File: config.mk
export PLATFORM = sky130hd
export DESIGN_NAME = stream_dmux_flat
export DESIGN_NICKNAME = d
export VERILOG_FILES = /design/src/rtl/stream_dmux_if.sv /design/src/rtl/stream_dmux.sv /design/src/flat_wrapper.sv
export SDC_FILE = /design/constraint.sdc
export NUM_CORES = 1
export LEC_CHECK = 0
export ABC_CLOCK_PERIOD_IN_PS = 2100
export BUFFER_PORTS_ARGS = -buffer_cell sky130_fd_sc_hd__buf_2
export CELL_PAD_IN_SITES_DETAIL_PLACEMENT = 0
export CELL_PAD_IN_SITES_GLOBAL_PLACEMENT = 1
export CORE_MARGIN = 4
export CORE_UTILIZATION = 40
export CTS_BUF_LIST = sky130_fd_sc_hd__clkbuf_4 sky130_fd_sc_hd__clkbuf_8
export DETAILED_ROUTE_END_ITERATION = 16
export HOLD_SLACK_MARGIN = 0.06
export PLACE_DENSITY_LB_ADDON = 0.08
export SLEW_MARGIN = 20
export SYNTH_ARGS = -nofsm -noshare
export SYNTH_HDL_FRONTEND = slang
export SYNTH_SLANG_ARGS = --single-unit
File: constraint.sdc
create_clock -name clk -period 2.1 [get_ports clk]
set_input_delay 0.21 -clock clk [delete_from_list [all_inputs] [get_ports clk]]
set_output_delay 0.21 -clock clk [all_outputs]
set_load 0.005 [all_outputs]
File: src/rtl/stream_dmux_if.sv
// Stream interface bundle for stream_dmux: one input port and OUTPUTS output ports.
// STREAM_DMUX_BCAST_EN adds the in_bcast sideband.
interface stream_dmux_if #(
    parameter int WIDTH   = 32,
    parameter int OUTPUTS = 4,
    parameter int CNT_W   = 16
);
    localparam int SEL_W = $clog2(OUTPUTS);

    logic [WIDTH-1:0]   in_data;
    logic [SEL_W-1:0]   in_sel;
    logic               in_valid;
    logic               in_ready;
`ifdef STREAM_DMUX_BCAST_EN
    logic               in_bcast;
`endif
    logic [WIDTH-1:0]   out_data [OUTPUTS];
    logic [OUTPUTS-1:0] out_valid;
    logic [OUTPUTS-1:0] out_ready;
    logic               oob_pulse;
    logic [CNT_W-1:0]   oob_count;

    // Producer and consumers together form the master side.
    modport master (
`ifdef STREAM_DMUX_BCAST_EN
        output in_bcast,
`endif
        output in_data, in_sel, in_valid, out_ready,
        input  in_ready, out_data, out_valid, oob_pulse, oob_count
    );

    modport slave (
`ifdef STREAM_DMUX_BCAST_EN
        input  in_bcast,
`endif
        input  in_data, in_sel, in_valid, out_ready,
        output in_ready, out_data, out_valid, oob_pulse, oob_count
    );
endinterface

File: src/rtl/stream_dmux.sv
// Registered 1-to-OUTPUTS stream demultiplexer with a one-deep holding register per output.
// Define STREAM_DMUX_BCAST_EN to add in_bcast (load every output from one beat).
module stream_dmux #(
    parameter int WIDTH   = 32,
    parameter int OUTPUTS = 4,
    parameter int CNT_W   = 16
) (
    input logic          clk,
    input logic          rst_n,
    stream_dmux_if.slave bus
);
    localparam int SEL_W = $clog2(OUTPUTS);
    localparam int SEL_N = 1 << SEL_W;

    logic [WIDTH-1:0]   r_data [OUTPUTS];
    logic [OUTPUTS-1:0] r_valid;
    logic               r_oob_pulse;
    logic [CNT_W-1:0]   r_oob_count;

    logic [OUTPUTS-1:0] w_slot_free;
    logic [OUTPUTS-1:0] w_load;
    logic [SEL_N-1:0]   w_free_by_sel;
    logic               w_bcast;
    logic               w_in_range;
    logic               w_ready;
    logic               w_fire;
    logic               w_oob;

`ifdef STREAM_DMUX_BCAST_EN
    assign w_bcast = bus.in_bcast;
`else
    assign w_bcast = 1'b0;
`endif

    // A slot can take a new beat if empty or being drained this same cycle.
    assign w_slot_free = ~r_valid | bus.out_ready;

    generate
        if (SEL_N == OUTPUTS) begin : g_pow2
            assign w_in_range = 1'b1;
        end else begin : g_npow2
            assign w_in_range = (bus.in_sel < SEL_W'(OUTPUTS));
        end
    endgenerate

    // Unused select codes read as always-free so out-of-range beats are sunk.
    always_comb begin
        // NOTE: every always_comb output gets a full default first so no latch is inferred.
        w_free_by_sel                = '1;
        w_free_by_sel[OUTPUTS-1:0]   = w_slot_free;
    end

    assign w_ready = w_bcast ? (&w_slot_free) : w_free_by_sel[bus.in_sel];
    assign w_fire  = bus.in_valid && w_ready;
    assign w_oob   = w_fire && !w_bcast && !w_in_range;

    always_comb begin
        w_load = '0;
        for (int i = 0; i < OUTPUTS; i++) begin
            w_load[i] = w_fire && (w_bcast || (bus.in_sel == SEL_W'(i)));
        end
    end

    always_ff @(posedge clk or negedge rst_n) begin
        if (!rst_n) begin
            r_valid <= '0;
            // NOTE: the data registers are reset too, since out_data must read 0 during reset.
            for (int i = 0; i < OUTPUTS; i++) begin
                r_data[i] <= '0;
            end
        end else begin
            // NOTE: sequential state uses <= so every flop samples pre-edge values.
            for (int i = 0; i < OUTPUTS; i++) begin
                if (w_load[i]) begin
                    r_valid[i] <= 1'b1;
                    r_data[i]  <= bus.in_data;
                end else if (bus.out_ready[i]) begin
                    r_valid[i] <= 1'b0;
                end
            end
        end
    end

    always_ff @(posedge clk or negedge rst_n) begin
        if (!rst_n) begin
            r_oob_pulse <= 1'b0;
            r_oob_count <= '0;
        end else begin
            r_oob_pulse <= w_oob;
            if (w_oob && (r_oob_count != '1)) begin
                r_oob_count <= r_oob_count + 1'b1;
            end
        end
    end

    assign bus.in_ready  = w_ready;
    assign bus.out_valid = r_valid;
    assign bus.oob_pulse = r_oob_pulse;
    assign bus.oob_count = r_oob_count;

    generate
        for (genvar g = 0; g < OUTPUTS; g++) begin : g_out
            assign bus.out_data[g] = r_data[g];
        end
    endgenerate
endmodule
File: src/flat_wrapper.sv
// flat-port wrapper written by rule: the top's interface ports become plain ports
module stream_dmux_flat 
#(
    parameter int WIDTH   = 32,
    parameter int OUTPUTS = 4,
    parameter int CNT_W   = 16
)
  (clk, rst_n, bus_in_data, bus_in_sel, bus_in_valid, bus_out_ready, bus_in_ready, bus_out_data, bus_out_valid, bus_oob_pulse, bus_oob_count);
  stream_dmux_if #(.WIDTH(WIDTH), .OUTPUTS(OUTPUTS), .CNT_W(CNT_W)) bus_i ();
  input logic clk;
  input logic rst_n;
  input wire logic [$bits(bus_i.in_data)-1:0] bus_in_data;
  input wire logic [$bits(bus_i.in_sel)-1:0] bus_in_sel;
  input wire logic [$bits(bus_i.in_valid)-1:0] bus_in_valid;
  input wire logic [$bits(bus_i.out_ready)-1:0] bus_out_ready;
  output wire logic [$bits(bus_i.in_ready)-1:0] bus_in_ready;
  output wire logic [$bits(bus_i.out_data)-1:0] bus_out_data;
  output wire logic [$bits(bus_i.out_valid)-1:0] bus_out_valid;
  output wire logic [$bits(bus_i.oob_pulse)-1:0] bus_oob_pulse;
  output wire logic [$bits(bus_i.oob_count)-1:0] bus_oob_count;
  assign bus_i.in_data = bus_in_data;
  assign bus_i.in_sel = bus_in_sel;
  assign bus_i.in_valid = bus_in_valid;
  assign bus_i.out_ready = bus_out_ready;
  assign bus_in_ready = bus_i.in_ready;
  assign bus_out_data = {>>{bus_i.out_data}};
  assign bus_out_valid = bus_i.out_valid;
  assign bus_oob_pulse = bus_i.oob_pulse;
  assign bus_oob_count = bus_i.oob_count;
  stream_dmux #(.WIDTH(WIDTH), .OUTPUTS(OUTPUTS), .CNT_W(CNT_W)) u_core (.clk(clk), .rst_n(rst_n), .bus(bus_i));
endmodule
==> results_dict.tcl <==
set metrics [dict create \
    hpwlAfterDp_um 8300 \
    report.final.slew_viol_count 0 \
    powerDensity_nw_per_um2 964 \
    dpl_cell_area_um2 6120 \
    cp_data_arrival_time_ns 1.67 \
    row_count 41 \
    instances_no_fill 719 \
    cts_tree "done" \
    crit_fanout 3 \
    drc 0 \
    drt_pass1_iterations 4 \
    gr-total-overflow 0 \
    antenna_found_initial 0 \
    die_width_um 121 \
    hold_viol_final 0 \
    drt_wl_total_um 11800 \
    vias 3278 \
    track_usage 0.167 \
    r2r_slack_ns 0.57 \
    hold_class "in2reg" \
    period_share 0.896 \
    drtIter0Drc 135 \
    drt.antenna.violating_nets 0 \
    area_growth_pct 33.4 \
    grt_max_degree 59 \
    pre_cts_ws_ns 0.572 \
    grt_pass1_wl_um 18700 \
    cts_buffers 17 \
    start_util 0.408 \
    synth_cells 310 \
    num_io_pins 191 \
    max_stage_delay_ns 0.54 \
    wire_per_inst_um 16.4 \
    portBuffers 173 \
    start_kind "input pin" \
    yosysWarnings 0 \
    maxCapViolations 0 \
    cp-end-kind "primary output" \
    final.setup.tns_ns 0 \
    ys_types 18 \
    fin_area_um2 6850 \
    outcome "finished, final reports clean" \
    synth_area_per_cell_um2 16.6 \
    diodes 0 \
    p_leak_nw 3.29 \
    final_common_cell "buf_2" \
    cp_cell_sequence "dlygate4sd3_1 > buf_2 > nand2b_1 > mux4_2 > buf_2" \
    ys_ff_latch 132 \
    cts.sinks 132 \
    syn_area_um2 5130 \
    worst_ir_drop_vdd_uv 394 \
    globalplace.congestion 0.761 \
    ys_seq_area_frac 0.644 \
    cts_root_buf "clkbuf_8" \
    slowest_stage "dlygate4sd3_1" \
    timing.fmax_ghz 0.532 \
    fin_ws_ns 0.219 \
    postCtsSetupBuffers 0 \
    layout_common_cells "172 x buf_2, 132 x dfrtp_1, 124 x mux2_2" \
    min_period_ns 1.88 \
    dieArea_um2 14700 \
    dp.cells 650 \
    crit_top_cell "buf_2" \
    die_y_um 121 \
    viasPerCell 4.56 \
    clockBufferDepth 2 \
    path_class "in2out" \
    clock_skew_ns 0.00581 \
    finalPower_w 0.00660 \
    drive_above_1_share 0.631 \
    cp.required_ns 1.89 \
    htree_levels 4 \
    nets 575 \
    grt_setup_unrepaired "false" \
    clk_latency_ns 0.42 \
    core_um2 12600 \
    grt_pass1_vias 3542 \
    clkTransAtPathRegs_ns 0.07 \
    final-setup-viol-count 0 \
]
cell usage after synthesis:
| cell | count | area share |
|---|---|---|
| dfrtp_1 | 132 | 0.64 |
| mux2_2 | 124 | 0.27 |
| buf_4 | 17 | 0.025 |
| buf_6 | 9 | 0.020 |
| buf_2 | 5 | 0.0049 |
| nand2_1 | 5 | 0.0037 |
| mux2_1 | 4 | 0.0088 |
| nand2b_1 | 4 | 0.0049 |
| and3_1 | 1 | 0.0012 |
| clkbuf_2 | 1 | 0.00097 |
| conb_1 | 1 | 0.00073 |
| mux4_2 | 1 | 0.0044 |
| nand3_1 | 1 | 0.00097 |
| nand3b_1 | 1 | 0.0015 |
| nor2b_1 | 1 | 0.0012 |
| nor2b_2 | 1 | 0.0017 |
| nor3b_4 | 1 | 0.0037 |
| o21ai_0 | 1 | 0.00097 |
critical path: cells and delay by family:
family,cells,cell delay [ns]
AND/OR/NAND/NOR,1,0.16
multiplexers,1,0.48
buffers and inverters,3,0.81
sequential cells by signal (all words and copies together) (netlist names):
name,cells
u_core.bus.out_data,128
u_core.bus.out_valid,4
metal layers:
metal  GRT usage  vias to the layer above  share of wire
met2       0.275                      118           0.49
met1       0.200                     1647           0.41
met4      0.0595                        0          0.013
li1            -                     1499              -
met5           0                        -              0
met3      0.0657                       14          0.084
power breakdown:
| part | total, W | switching [W] | internal (W) |
|---|---|---|---|
| combinational | 0.00140 | 0.000565 | 0.000835 |
| sequential | 0.00333 | 0.000256 | 0.00307 |
| clock | 0.00188 | 0.000882 | 0.000993 |
kinds of logic after synthesis:
kind of cell / after synthesis / synth area share
mux: 129 / 0.285
compound gates: 1 / 0.000974
other cells: 1 / 0.000731
flops: 132 / 0.644
simple gates: 15 / 0.0188
buf+inv: 32 / 0.0505
stage by stage:
| step | hold WS [ns] | utilization |
|---|---|---|
| finish | 0.107 | 0.545 |
| global route | 0.112 | 0.545 |
| CTS | 0.0624 | 0.544 |
| detailed placement | 0.174 | 0.487 |
| global placement | 0.173 | 0.487 |
| floorplan | -0.0856 | - |
area by class of cell:
| class | instances | area [µm²] |
|---|---|---|
| clock buffer | 27 | 328 |
| clock inverter | 5 | 25.0 |
| multi-input combinational | 162 | 1640 |
| timing repair buffer | 221 | 1340 |
| tap | 172 | 215 |
| sequential | 132 | 3300 |
| fill | 1117 | 5720 |
path summary, 6_finish.rpt:
kind                       depth (start not counted)                     from                 endpoint
min in group asynchronous                          2                    rst_n  u_core.bus.out_data[35]
min reg2reg                                        1  u_core.bus.out_data[38]  u_core.bus.out_data[38]
max reg2reg                                        4  u_core.bus.out_valid[1]  u_core.bus.out_data[68]
max in group asynchronous                          3                    rst_n  u_core.bus.out_data[60]
max                                                5         bus_out_ready[3]             bus_in_ready
min                                                3         bus_out_ready[0]  u_core.bus.out_valid[0]
timing repair:
item,CTS,global route
resized for setup,0,0
hold buffers,36,1
endpoints found under the hold margin,168,1
Power figures use the tool's default switching activity.
